<file path="src/rtl/shift_sequencer.sv">
// shift_sequencer: sequences an external N-bit universal shift register
// (hold / shift-left / shift-right / parallel-load) for one job at a time.
// The job is accepted on a valid/ready handshake. The shifted word is
// returned on a response handshake.
// Optional feature macro: SHIFT_SEQ_ROTATE_EN adds the req_rot input, which
// selects rotate instead of fill on a per-request basis.
module shift_sequencer #(
  parameter int unsigned N  = 8,
  parameter int unsigned AW = $clog2(N) + 1
) (
  input  logic          clk,
  input  logic          reset,
  input  logic          req_valid,
  output logic          req_ready,
  input  logic [N-1:0]  req_data,
  input  logic          req_dir,
  input  logic [AW-1:0] req_amt,
  input  logic          req_fill,
`ifdef SHIFT_SEQ_ROTATE_EN
  input  logic          req_rot,
`endif
  output logic [1:0]    sh_ctrl,
  output logic [N-1:0]  sh_data,
  input  logic [N-1:0]  sh_q,
  output logic          resp_valid,
  input  logic          resp_ready,
  output logic [N-1:0]  resp_data,
  output logic          busy
);

  localparam logic [1:0] CTRL_HOLD  = 2'd0;
  localparam logic [1:0] CTRL_LEFT  = 2'd1;
  localparam logic [1:0] CTRL_RIGHT = 2'd2;
  localparam logic [1:0] CTRL_LOAD  = 2'd3;

  typedef enum logic [1:0] {
    ST_IDLE  = 2'd0,
    ST_LOAD  = 2'd1,
    ST_SHIFT = 2'd2,
    ST_DONE  = 2'd3
  } state_t;

  state_t        state_q, state_d;
  logic [N-1:0]  data_q, data_d;
  logic          dir_q, dir_d;
  logic          fill_q, fill_d;
  logic [AW-1:0] cnt_q, cnt_d;
  logic [1:0]    sh_ctrl_q, sh_ctrl_d;
  logic [N-1:0]  sh_data_q, sh_data_d;
  logic          resp_valid_q, resp_valid_d;
  logic [N-1:0]  resp_data_q, resp_data_d;
  logic          req_ready_q, req_ready_d;
  logic          busy_q, busy_d;
`ifdef SHIFT_SEQ_ROTATE_EN
  logic          rot_q, rot_d;
  logic [N-1:0]  sh_pred;
`endif

`ifdef SHIFT_SEQ_ROTATE_EN
  // Shifter contents after the coming edge; the wrap-around bit must be
  // registered one cycle ahead, so it is taken from this prediction.
  always_comb begin
    sh_pred = sh_q;
    case (sh_ctrl_q)
      CTRL_LEFT:  sh_pred = {sh_q[N-2:0], sh_data_q[0]};
      CTRL_RIGHT: sh_pred = {sh_data_q[N-1], sh_q[N-1:1]};
      CTRL_LOAD:  sh_pred = sh_data_q;
      default:    sh_pred = sh_q;
    endcase
  end
`endif

  // Next-state, job latch, result capture and registered shifter drive.
  always_comb begin
    state_d      = state_q;
    data_d       = data_q;
    dir_d        = dir_q;
    fill_d       = fill_q;
    cnt_d        = cnt_q;
    resp_valid_d = resp_valid_q;
    resp_data_d  = resp_data_q;
`ifdef SHIFT_SEQ_ROTATE_EN
    rot_d        = rot_q;
`endif

    case (state_q)
      ST_IDLE: begin
        if (req_valid && req_ready_q) begin
          data_d  = req_data;
          dir_d   = req_dir;
          fill_d  = req_fill;
          cnt_d   = (req_amt > AW'(N)) ? AW'(N) : req_amt;
`ifdef SHIFT_SEQ_ROTATE_EN
          rot_d   = req_rot;
`endif
          state_d = ST_LOAD;
        end
      end
      ST_LOAD: begin
        state_d = (cnt_q != '0) ? ST_SHIFT : ST_DONE;
      end
      ST_SHIFT: begin
        cnt_d = cnt_q - AW'(1);
        if (cnt_q == AW'(1)) begin
          state_d = ST_DONE;
        end
      end
      ST_DONE: begin
        // First DONE cycle sees the final shifter value on sh_q.
        if (!resp_valid_q) begin
          resp_valid_d = 1'b1;
          resp_data_d  = sh_q;
        end else if (resp_ready) begin
          resp_valid_d = 1'b0;
          state_d      = ST_IDLE;
        end
      end
      default: state_d = ST_IDLE;
    endcase

    sh_ctrl_d = CTRL_HOLD;
    sh_data_d = sh_data_q;
    case (state_d)
      ST_LOAD: begin
        sh_ctrl_d = CTRL_LOAD;
        sh_data_d = data_d;
      end
      ST_SHIFT: begin
        sh_ctrl_d = dir_d ? CTRL_RIGHT : CTRL_LEFT;
        sh_data_d = {N{fill_d}};
`ifdef SHIFT_SEQ_ROTATE_EN
        if (rot_d) begin
          if (dir_d) begin
            sh_data_d[N-1] = sh_pred[0];
          end else begin
            sh_data_d[0] = sh_pred[N-1];
          end
        end
`endif
      end
      default: sh_ctrl_d = CTRL_HOLD;
    endcase

    req_ready_d = (state_d == ST_IDLE);
    busy_d      = (state_d != ST_IDLE);
  end

  // State and output registers; reset abandons any job in flight.
  always_ff @(posedge clk or posedge reset) begin
    if (reset) begin
      state_q      <= ST_IDLE;
      data_q       <= '0;
      dir_q        <= 1'b0;
      fill_q       <= 1'b0;
      cnt_q        <= '0;
      sh_ctrl_q    <= CTRL_HOLD;
      sh_data_q    <= '0;
      resp_valid_q <= 1'b0;
      resp_data_q  <= '0;
      req_ready_q  <= 1'b1;
      busy_q       <= 1'b0;
`ifdef SHIFT_SEQ_ROTATE_EN
      rot_q        <= 1'b0;
`endif
    end else begin
      state_q      <= state_d;
      data_q       <= data_d;
      dir_q        <= dir_d;
      fill_q       <= fill_d;
      cnt_q        <= cnt_d;
      sh_ctrl_q    <= sh_ctrl_d;
      sh_data_q    <= sh_data_d;
      resp_valid_q <= resp_valid_d;
      resp_data_q  <= resp_data_d;
      req_ready_q  <= req_ready_d;
      busy_q       <= busy_d;
`ifdef SHIFT_SEQ_ROTATE_EN
      rot_q        <= rot_d;
`endif
    end
  end

  assign req_ready  = req_ready_q;
  assign busy       = busy_q;
  assign sh_ctrl    = sh_ctrl_q;
  assign sh_data    = sh_data_q;
  assign resp_valid = resp_valid_q;
  assign resp_data  = resp_data_q;

endmodule

</file>
<file path="config.mk">
export PLATFORM = sky130hd
export DESIGN_NAME = shift_sequencer
export DESIGN_NICKNAME = d
export VERILOG_FILES = /design/src/rtl/shift_sequencer.sv
export SDC_FILE = /design/constraint.sdc
export NUM_CORES = 1
export LEC_CHECK = 0
export ABC_AREA = 1
export BUFFER_PORTS_ARGS = -buffer_cell sky130_fd_sc_hd__buf_2
export CAP_MARGIN = 40
export CORE_ASPECT_RATIO = 1.25
export CORE_MARGIN = 5
export CORE_UTILIZATION = 56
export CTS_CLUSTER_DIAMETER = 60
export DETAILED_ROUTE_END_ITERATION = 6
export GPL_ROUTABILITY_DRIVEN = 0
export PLACE_DENSITY = 0.83
export SKIP_CTS_REPAIR_TIMING = 1
export SLEW_MARGIN = 30
export SYNTH_ARGS = -nofsm -noshare
export SYNTH_HDL_FRONTEND = slang
export SYNTH_SLANG_ARGS = --single-unit
export TNS_END_PERCENT = 100
</file>
<file path="constraint.sdc">
create_clock -name clk -period 5.4 [get_ports clk]
set_input_delay 1.08 -clock clk [delete_from_list [all_inputs] [get_ports clk]]
set_output_delay 1.08 -clock clk [all_outputs]
set_load 0.05 [all_outputs]
</file>
==> impl_metrics.ini, run 1 <==
[worst_setup_path]
critical_path_required_ns = 5.58
worst_setup_path_end_kind = register
setup.worst_path.class = primary input to register
path_common_cell = nand2_1
slowest_stage = ha_1
start_kind = primary input
critPathMaxFanout = 12
slowest_delay_ns = 0.42
cp.arrival_ns = 2.86
cp_cell_sequence = buf_2 -> nand2_1 -> inv_2 -> nand2_2 -> nand4_1 -> inv_2 -> ha_1 -> inv_1 -> nand2_1 -> nand2_1

[power]
p_switching_uw = 754.8
pwr-share-comb = 0.552
p_total_mw = 1.542
clkPwrFrac = 0.147
p_int_uw = 787.4
ir_worst_vdd_v = 0.0005321
swShare = 0.4894
seqPwrFrac = 0.301
power_density_nw_per_um2 = 688.9
leakage_nw = 1.183

[layout]
nFillCells = 286
area_delta_synth_final_pct = 19.91
nNetsFinal = 285
multi_input_area_sq_um = 787.0
drive_gt1_frac = 0.3360
regArea_sq_um = 927.1
post-route-util = 0.6945
diodes = 0

[drt]
wl_per_cell_microns = 12.67
drtAntennaViolNets = 0
vias = 1428
wl_mm = 3.675
avgViaCountPerCell = 4.924
drc = 0
dr.pass1.iters = 4
drt_iter0_drc = 50

[clock_tree]
cts_root_buf = clkbuf_8
h-tree-depth = 2
cts.sinks = 37
numCtsBuffers = 5
clockBufferDepth = 2
clk_transition_reported_paths_ns = 0.07
clk_latency_ns = 0.28
cts_tree = yes

[die]
ios = 47
die_h_microns = 74.55
start_util = 0.5792
die_x_microns = 61.64
core_sq_um = 3223
rows = 23
fp.dieArea_sq_um = 4595

[yosys]
yosysMostFrequentCell = nand2_1
synthDistinctLibCells = 25
ys_warn_count = 0
syn-instance-count = 201
syn-mean-instance-area_sq_um = 9.288
seq_area_frac_synth = 0.4966
synth_top_area_cell = dfrtp_1
synth_commonest_cells = 50 x nand2_1, 36 x dfrtp_1, 26 x inv_1
syn_nets = 233
synth-edff-count = 0
synth_flop_cell = dfrtp_1
ys_async_sr_fraction = 1.000
synth-seq-cells = 37
syn-cell-area_sq_um = 1867
synth_top_area_frac = 0.4826
synth.top_cells.by_area = dfrtp_1 48%, nand2_1 10%, inv_1 5.2%

[job]
cap_violations = 0

[sta]
relSlewSlack = 0.6794
hold_viol = 0
fin_crit_sh = 0.4966
setup_tns_ns = 0
clock_skew_ns = 0.006303
drv_slew = 0
rsz0062_at_grt = false
whs_ns = 0.4783
finalSetupViolations = 0
worst-slew-pin-transition_ns = 0.4792
max_freq_mhz = 372.9
fin_crit_ns = 2.682

[placed_design]
dpl.hpwl_mm = 2.863
io_buffers = 46

[run_status]
outcome = finished clean

[grt]
grt_max_degree = 38
track_usage = 0.1828
grt_overflow = 0
antenna_found_initial = 0
grt_pass1_wl_mm = 6.141
use_met1 = 0.1942
grtUsageMet2 = 0.3295
grt_busiest_layer = met2
grt_pass1_vias = 1466
grtUsageMet3 = 0.05035

[min_path]
hold_class = register to register
-- registers in the layout, summed over array words and instances, names as in the netlist --
signal      cells
cnt_q           4
resp_valid      1
sh_ctrl         2
busy            1
sh_data         8
dir_q           1
req_ready       1
resp_data       8
data_q          8
state_q         2
fill_q          1
-- layer usage --
layer  routed length (microns)  vias to the layer above
li1                          -                      731
met4                        67                        0
met2                      1977                       31
met3                       202                        6
met1                      1428                      660
met5                         0                        -
-- power groups by stage --
stage               clock network [mW]  logic [mW]  registers [mW]
global placement                     0       0.842           0.465
CTS                              0.234       0.865           0.467
global route                     0.245       0.945           0.480
finish                           0.227       0.851           0.465
detailed placement                   0       0.861           0.471
floorplan                            0       0.420           0.727
-- final cells by class --
type,count,share of cell area
inverters,36,0.06093
clock inverters,2,0.01565
clock buffers,5,0.03074
multi-input cells,126,0.3516
repair buffers,47,0.1062
flip-flops and latches,37,0.4142
well taps,37,0.02068
-- per-stage QoR --
| stage | instance area, sq um | worst slack (ns) | instances |
|---|---|---|---|
| 6_report | 2238 | 2.718 | 290 |
| 5_1_grt | 2238 | 2.507 | 290 |
| 4_1_cts | 2238 | 2.715 | 290 |
| 3_5_place_dp | 2135 | 2.402 | 283 |
| 3_3_place_gp | 2135 | 2.500 | 283 |
| 2_1_floorplan | 1867 | 2.879 | 201 |
-- cells by family after synthesis --
logic type      after synthesis  synth area share
simple gates                101            0.3003
buf+inv                      38           0.08176
flops                        37            0.4966
compound gates               10           0.02815
mux                           8           0.04826
fa+ha+maj                     6           0.04021
xor+xnor                      1          0.004693
-- final timing paths --
path | start | endpoint | slack, ns | cells past startpoint
setup / recovery | req_valid | sh_data[2] | 2.72 | 10
hold / removal | sh_data[4] | sh_data[4] | 0.48 | 2
setup reg to reg | req_ready | sh_data[2] | 3.07 | 9
hold reg to reg | sh_data[4] | sh_data[4] | 0.48 | 2
max in group asynchronous | reset | req_ready | 4.16 | 3
min in group asynchronous | reset | sh_data[0] | 0.89 | 3
-- critical path: cells and delay by family --
family | cells | cell delay [ns]
simple gates | 5 | 0.85
buf+inv | 4 | 0.50
fa+ha+maj | 1 | 0.42
-- cells in the final DEF (no fill, tap or decap) --
cell / Yosys / layout
a21oi_1: 2 / 2
clkinv_2: 1 / 2
nor2_2: 1 / 1
inv_2: 8 / 8
buf_2: 1 / 46
nand2_1: 50 / 50
xnor2_1: 1 / 1
nand3_2: 9 / 9
o21ai_0: 3 / 3
buf_4: 0 / 1
nand2_4: 8 / 8
dfrtp_1: 36 / 36
o211ai_1: 1 / 1
nand2_2: 2 / 2
nand4_1: 3 / 3
nor2_4: 1 / 1
and2_1: 9 / 9
ha_1: 6 / 6
dfstp_2: 1 / 1
o21ai_1: 4 / 4
bufinv_16: 0 / 1
inv_1: 26 / 26
nor2_1: 2 / 2
clkinv_1: 1 / 1
nand3_1: 16 / 16
mux2_1: 8 / 8
clkbuf_8: 0 / 5
Power figures use the tool's default switching activity.
==> inputs of run 2 (changes only) <==
- CORE_UTILIZATION: 56 -> 47
- PLACE_DENSITY: 0.83 -> 0.75
- clock period: 5.4 -> 2.3 ns (I/O delays scaled with it)
==> run 2 against run 1 <==
Net effect: largest power group unchanged; register-to-register slack worse by 2.7 ns; sequential share of layout area shrank 1.1 points; setup slack lost 2.4 ns; via count increased by 1.2%; critical path type is now register to register; largest cell class unchanged.
==> impl_metrics.ini, run 2 (same netlist as run 1, synthesis figures left out) <==
[run_status]
outcome = finished clean

[clock_tree]
clk_latency_ns = 0.29
clockBufferDepth = 2
clk_transition_reported_paths_ns = 0.08
numCtsBuffers = 5
cts.sinks = 37
h-tree-depth = 2
cts_tree = yes
cts_root_buf = clkbuf_8

[grt]
grt_pass1_wl_mm = 6.389
grt_overflow = 0
grt_max_degree = 38
track_usage = 0.1601
grt_pass1_vias = 1461
antenna_found_initial = 0

[die]
ios = 47
die_h_microns = 80.46
rows = 25
core_sq_um = 3816
start_util = 0.4892
fp.dieArea_sq_um = 5340
die_x_microns = 66.37

[power]
swShare = 0.4795
power_density_nw_per_um2 = 1644
seqPwrFrac = 0.287
pwr-share-comb = 0.531
leakage_nw = 1.202
clkPwrFrac = 0.182
p_total_mw = 3.784
p_switching_mw = 1.814
ir_worst_vdd_v = 0.0008189
p_int_mw = 1.969

[worst_setup_path]
timing.critical_path.buf_inv = 3
cp.depth = 9
cp.arrival_ns = 2.19
path_delay_family = flip-flops
critPathMaxFanout = 10
cp-endpoint = sh_data[6]
critical_path_required_ns = 2.54
cp_cell_sequence = nand2_1 -> inv_2 -> nand2_2 -> nand4_1 -> inv_2 -> ha_1 -> inv_1 -> nand2_1 -> nand2_1
reg2reg_slack_ns = 0.35
path_common_cell = nand2_1
slowest_delay_ns = 0.53
r2r.worst_path.cells = 9
setup.worst_path.class = register to register
worstReg2RegStart = req_ready
slowest_stage = dfstp_2
start_kind = register
worst_setup_path_end_kind = register
timing.rr.end = sh_data[6]
crit_path_start = req_ready

[sta]
clock_skew_ns = 0.004280
setup_tns_ns = 0
hold_viol = 0
fin_crit_ns = 1.953
relSlewSlack = 0.6934
rsz0062_at_grt = false
drv_slew = 0
worst-slew-pin-transition_ns = 0.4599
worst_slack_ns = 0.3472
finalSetupViolations = 0
fin_crit_sh = 0.8490
max_freq_mhz = 512.1

[job]
cap_violations = 0

[drt]
drtAntennaViolNets = 0
dr.pass1.iters = 4
wl_per_cell_microns = 11.90
drt_iter0_drc = 92
vias = 1445
drc = 0
wl_mm = 3.678
avgViaCountPerCell = 4.676

[placed_design]
dp_cells = 301
io_buffers = 46
preCtsSetupSlack_ns = 0.3602
dpl_cell_area_sq_um = 2163
dpl.hpwl_mm = 2.721

[min_path]
hold_class = primary input to async pin

[layout]
final_area_sq_um = 2301
layout_commonest_cell = nand2_1
drive_gt1_frac = 0.3412
final_cell_mix = 50 x nand2_1, 46 x buf_2, 36 x dfrtp_1
final_cells = 309
diodes = 0
area_delta_synth_final_pct = 23.26
nNetsFinal = 286
-- run 2: final cells by class --
cell class              instances  area, sq um
well taps                      54        67.56
fillers                       357         1515
multi-input cells             126        787.0
inverters                      36        136.4
clock buffers                   5        68.82
flip-flops and latches         37        927.1
repair buffers                 48        245.2
clock inverters                 3        68.82
-- run 2: worst min-delay path by stage --
| stage | start | slack (ns) | to |
|---|---|---|---|
| 5_1_grt | reset | 0.29 | sh_data[5] |
| 3_5_place_dp | sh_data[3] | 0.46 | sh_data[3] |
| 4_1_cts | reset | 0.27 | resp_data[7] |
| 2_1_floorplan | dir_q | 0.46 | dir_q |
| 3_3_place_gp | sh_data[7] | 0.46 | sh_data[7] |
| 6_report | reset | 0.26 | sh_data[5] |
-- run 2: metal layers --
layer / part of all wire / GRT usage / vias up
li1: - / - / 728
met1: 0.42 / 0.1910 / 667
met2: 0.48 / 0.2532 / 40
met3: 0.071 / 0.04755 / 10
met4: 0.030 / 0.09146 / 0
met5: 0 / 0 / -
-- run 2: power groups by stage --
stage               sequential, mW  combinational [mW]  clock [mW]
global placement              1.10                1.99           0
floorplan                     1.71               0.986           0
finish                        1.09                2.01       0.688
CTS                           1.09                2.03       0.706
global route                  1.12                2.23       0.742
detailed placement            1.10                2.02           0
-- run 2: per-stage QoR --
| stage | util | hold WS [ns] |
|---|---|---|
| after global routing | 0.6030 | 0.2925 |
| after detailed placement | 0.5669 | 0.4647 |
| after CTS | 0.6030 | 0.2711 |
| final | 0.6030 | 0.2585 |
| after global placement | 0.5669 | 0.4604 |
| after floorplan | - | 0.4634 |
-- run 2: worst register-to-register path: stages (launching register included) --
cell	delay [ns]
dfstp_2	0.53
nand2_1	0.07
inv_2	0.16
nand2_2	0.07
nand4_1	0.16
inv_2	0.05
ha_1	0.39
inv_1	0.27
nand2_1	0.10
nand2_1	0.08
